===== src/rtl/segscan_mux.sv =====
// Multiplexed N-digit common-anode 7-segment driver with per-frame input snapshots.
// Optional leading-zero blanking is enabled by defining SEGSCAN_LZB_EN.
module segscan_mux #(
    parameter int NDIG     = 4,
    parameter int SCAN_DIV = 50000,
    parameter int GUARD    = 2
) (
    input  logic                clk,
    input  logic                rst_n,
    input  logic                en,
    input  logic [4*NDIG-1:0]   value,
    input  logic [NDIG-1:0]     dp,
    input  logic [NDIG-1:0]     blank,
    output logic [7:0]          seg,
    output logic [NDIG-1:0]     an,
    output logic                frame
);

    localparam int CW = (SCAN_DIV > 1) ? $clog2(SCAN_DIV) : 1;
    localparam int IW = (NDIG > 1) ? $clog2(NDIG) : 1;
    localparam logic [CW-1:0] CNT_MAX = CW'(SCAN_DIV - 1);
    localparam logic [CW-1:0] GUARD_C = CW'(GUARD);
    localparam logic [IW-1:0] IDX_MAX = IW'(NDIG - 1);

    logic [CW-1:0]      cnt_q, cnt_d;
    logic [IW-1:0]      idx_q, idx_d;
    logic [4*NDIG-1:0]  sv_q, sv_d;
    logic [NDIG-1:0]    sdp_q, sdp_d;
    logic [NDIG-1:0]    sbl_q, sbl_d;
    logic [7:0]         seg_q, seg_d;
    logic [NDIG-1:0]    an_q, an_d;
    logic               frame_q, frame_d;

    logic [NDIG-1:0]    lzb;
    logic [3:0]         digit;
    logic               dark;

    function automatic logic [6:0] glyph(input logic [3:0] code);
        logic [6:0] g;
        case (code)
            4'h0: g = 7'h40;
            4'h1: g = 7'h79;
            4'h2: g = 7'h24;
            4'h3: g = 7'h30;
            4'h4: g = 7'h19;
            4'h5: g = 7'h12;
            4'h6: g = 7'h02;
            4'h7: g = 7'h78;
            4'h8: g = 7'h00;
            4'h9: g = 7'h18;
            4'hA: g = 7'h08;
            4'hB: g = 7'h03;
            4'hC: g = 7'h27;
            4'hD: g = 7'h21;
            4'hE: g = 7'h06;
            default: g = 7'h0E;
        endcase
        return g;
    endfunction

`ifdef SEGSCAN_LZB_EN
    logic higher_zero;

    // Walk down from the top digit; a digit is blanked while everything above it is zero.
    always_comb begin
        lzb         = '0;
        higher_zero = 1'b1;
        for (int i = NDIG - 1; i >= 1; i--) begin
            higher_zero = higher_zero & (sv_q[4*i +: 4] == 4'h0);
            lzb[i]      = higher_zero;
        end
    end
`else
    always_comb begin
        lzb = '0;
    end
`endif

    always_comb begin
        digit   = sv_q[4*idx_q +: 4];
        dark    = (cnt_q < GUARD_C) || sbl_q[idx_q] || lzb[idx_q];

        cnt_d   = '0;
        idx_d   = '0;
        sv_d    = value;
        sdp_d   = dp;
        sbl_d   = blank;
        seg_d   = 8'hFF;
        an_d    = '1;
        frame_d = 1'b0;

        if (en) begin
            sv_d  = sv_q;
            sdp_d = sdp_q;
            sbl_d = sbl_q;
            cnt_d = cnt_q + 1'b1;
            idx_d = idx_q;
            if (cnt_q == CNT_MAX) begin
                cnt_d = '0;
                if (idx_q == IDX_MAX) begin
                    // Snapshot only at frame wrap so a frame never mixes two input values.
                    idx_d   = '0;
                    sv_d    = value;
                    sdp_d   = dp;
                    sbl_d   = blank;
                    frame_d = 1'b1;
                end else begin
                    idx_d = idx_q + 1'b1;
                end
            end
            if (!dark) begin
                seg_d = {~sdp_q[idx_q], glyph(digit)};
                for (int i = 0; i < NDIG; i++) begin
                    an_d[i] = (idx_q != IW'(i));
                end
            end
        end
    end

    always_ff @(posedge clk or negedge rst_n) begin
        if (!rst_n) begin
            cnt_q   <= '0;
            idx_q   <= '0;
            sv_q    <= '0;
            sdp_q   <= '0;
            sbl_q   <= '0;
            seg_q   <= 8'hFF;
            an_q    <= '1;
            frame_q <= 1'b0;
        end else begin
            cnt_q   <= cnt_d;
            idx_q   <= idx_d;
            sv_q    <= sv_d;
            sdp_q   <= sdp_d;
            sbl_q   <= sbl_d;
            seg_q   <= seg_d;
            an_q    <= an_d;
            frame_q <= frame_d;
        end
    end

    assign seg   = seg_q;
    assign an    = an_q;
    assign frame = frame_q;

endmodule

===== config.mk =====
export PLATFORM = sky130hd
export DESIGN_NAME = segscan_mux
export DESIGN_NICKNAME = d
export VERILOG_FILES = /design/src/rtl/segscan_mux.sv
export SDC_FILE = /design/constraint.sdc
export NUM_CORES = 1
export LEC_CHECK = 0
export CAP_MARGIN = 0
export CORE_MARGIN = 2
export CORE_UTILIZATION = 30
export CTS_BUF_LIST = sky130_fd_sc_hd__clkbuf_16
export DETAILED_ROUTE_END_ITERATION = 10
export HOLD_SLACK_MARGIN = 0.05
export PLACE_DENSITY = 0.59
export SYNTH_ARGS = -nofsm -noshare
export SYNTH_HDL_FRONTEND = slang
export SYNTH_SLANG_ARGS = --single-unit

===== constraint.sdc =====
create_clock -name clk -period 2.2 [get_ports clk]
set_input_delay 0.44 -clock clk [delete_from_list [all_inputs] [get_ports clk]]
set_output_delay 0.44 -clock clk [all_outputs]
set_load 0.005 [all_outputs]

==> impl_metrics.ini <==
[setup_path]
arrival_ns = 2.30
timing.critical_path.from = cnt_q[4]
worstSetupStartpointType = flip-flop
rr_startpoint = cnt_q[4]
critPathCapture = sv_q[8]
r2r_end = sv_q[8]
cp.required_ns = 2.38
r2r_slack_ns = 0.08
rr_worst_depth = 5
crit_fanout = 24
worst-setup-path-type = reg2reg
critPathCaptureType = flip-flop

[power_and_ir_drop]
p_int_uw = 1680
vdd_drop_max_mv = 0.345
leakagePower_uw = 0.00142
p_sw_frac = 0.237
pwr-share-seq = 0.503
power_density_mw_per_mm2 = 630
power_switching_uw = 521
clkPwrFrac = 0.360
power_frac_comb = 0.138

[clocking]
clock-sinks = 55
htreeDepth = 2
cts_resized = 0
post_cts_buffers = 0
cts-root-buf = clkbuf_16
holdBufCountCts = 0
cts_tree = done
clk_pin_slew_ns = 0.07
cts_buffers = 5
cts_buffer_depth = 2
worst_skew_pair.late_latency_ns = 0.29

[synthesis]
yosysWarnings = 0
synth.avg_cell_area_um2 = 12.4
ys_seq_area_frac = 0.507
syn_nets = 259
synth_cells = 222
synth-seq-cells = 55
synth_edf_count = 0
synthArstFlopShare = 1.00
synth.distinct_cells = 33
syn_area_mm2 = 0.00275
ys.flop_type = dfrtp_1

[sta]
slew_violations = 0
fin_crit_sh = 0.965
max_clock_freq_ghz = 0.471
worst_pin_slew_ns = 0.565
tns_ns = 0
relSlewSlack = 0.623
rsz0062_at_grt = no
finalCriticalPeriod_ns = 2.12
finClkSkew_ns = 0.00952
setup_violations = 0
hold_viol = 0
fin_ws_ns = 0.0781

[place]
gp_congestion = 0.804
port_buffers = 39
dpl_cell_area_mm2 = 0.00335
dp_worst_setup_slack_ns = 0.0918
dpl.hpwl_um = 3800

[run_status]
outcome = finished clean

[route]
drt_wl_total_um = 5140
antenna_left = 0
via_per_inst = 4.66
drt-initial-drc-count = 81
wire_per_inst_um = 13.5
first_pass_iters = 4
drc = 0
vias = 1774

[cells_and_area]
fin_util = 0.397
design_area_mm2 = 0.00349
final_cell_mix = dfrtp_1 (43), clkdlybuf4s50_1 (38), nor2_1 (22)
syn_to_final_growth_pct = 27.3
diodes = 0
fin_nets = 309
layout_commonest_cell = dfrtp_1
drive_gt1_frac = 0.260

[global_routing]
grt_max_degree = 33
gr-total-overflow = 0
antenna_found_initial = 0
grt_pass1_wl_um = 8710
grt_pass1_vias = 1802
grt.total_usage = 0.109

[floorplan]
initial_utilization = 0.312
num_io_pins = 40
coreArea_mm2 = 0.00881
row_count = 34
die_w_um = 99.7
die_area_mm2 = 0.00993
die_height_um = 99.7

[job]
maxCapViolations = 0

[min_path]
min_path_type = in2async
## metal layers
metal	up-vias	global-route usage	routed length, µm
li1	880	-	-
met1	857	0.148	2550
met2	35	0.179	2370
met3	2	0.0183	177
met4	0	0.0348	48
met5	-	0	0
## worst min path at each step
stage          slack, ns  depth (start not counted)  endpoint   from
4_1_cts             0.17                          1  sdp_q[1]  rst_n
5_1_grt             0.18                          1  sdp_q[3]  rst_n
2_1_floorplan       0.14                          0  cnt_q[0]  rst_n
3_3_place_gp        0.47                          1  sbl_q[0]  rst_n
6_report            0.14                          1  sv_q[13]  rst_n
3_5_place_dp        0.48                          1  sbl_q[0]  rst_n
## cell type report
cell class	count	area, µm²
fillers	853	5310
flip-flops and latches	55	1390
multi-input cells	147	1250
repair buffers	53	528
well taps	108	135
clock buffers	5	125
inverters	10	37.5
clock inverters	3	22.5
## power groups by stage
| stage | clock network [µW] | registers, µW | logic (µW) |
|---|---|---|---|
| final | 792 | 1110 | 303 |
| after global routing | 864 | 1110 | 335 |
| after CTS | 818 | 1110 | 309 |
| after detailed placement | 0 | 1120 | 309 |
| after global placement | 0 | 1120 | 301 |
| after floorplan | 0 | 1120 | 182 |
## sequential cells by signal (all words and copies together), names as in the netlist
register,count
an,4
cnt_q,16
seg,8
idx_q,2
sv_q,16
sdp_q,4
frame,1
sbl_q,4
## cells by family after synthesis
| family | count (synthesis) | synth area share |
|---|---|---|
| simple gates | 68 | 0.125 |
| buf+inv | 20 | 0.0365 |
| xor+xnor | 12 | 0.0383 |
| mux | 32 | 0.183 |
| fa+ha+maj | 10 | 0.0456 |
| flops | 55 | 0.507 |
| compound gates | 25 | 0.0652 |
## synthesized netlist by cell type (2+ instances only)
cell type	n	area share
ha_1	10	0.046
clkbuf_1	5	0.0068
mux2_4	20	0.11
mux4_2	6	0.049
nand3_1	8	0.015
nor4_1	5	0.011
or4_4	2	0.0082
xnor2_1	10	0.032
buf_6	3	0.012
mux2_2	5	0.021
o21ai_0	8	0.015
inv_1	10	0.014
or3_1	3	0.0068
nand2_1	16	0.022
nor3_1	3	0.0055
a21oi_1	6	0.011
xor2_1	2	0.0064
buf_2	2	0.0036
dfrtp_1	43	0.39
o211ai_1	6	0.016
dfstp_2	12	0.11
nor2_1	22	0.030
nor2b_1	2	0.0046
nand4_1	4	0.0091
## through the flow
step	hold WS (ns)	instances	total power, µW
final	0.139	381	2200
after CTS	0.167	381	2230
after detailed placement	0.478	373	1430
after global placement	0.468	373	1420
after global routing	0.180	381	2310
after floorplan	0.144	222	1300
## critical path, cell delays in order, from the launching register on
cell	delay (ns)
dfrtp_1	0.42
or4_4	0.56
nor4_4	0.39
a31oi_4	0.13
buf_12	0.19
mux2_4	0.31
(Power assumes the default switching activity.)
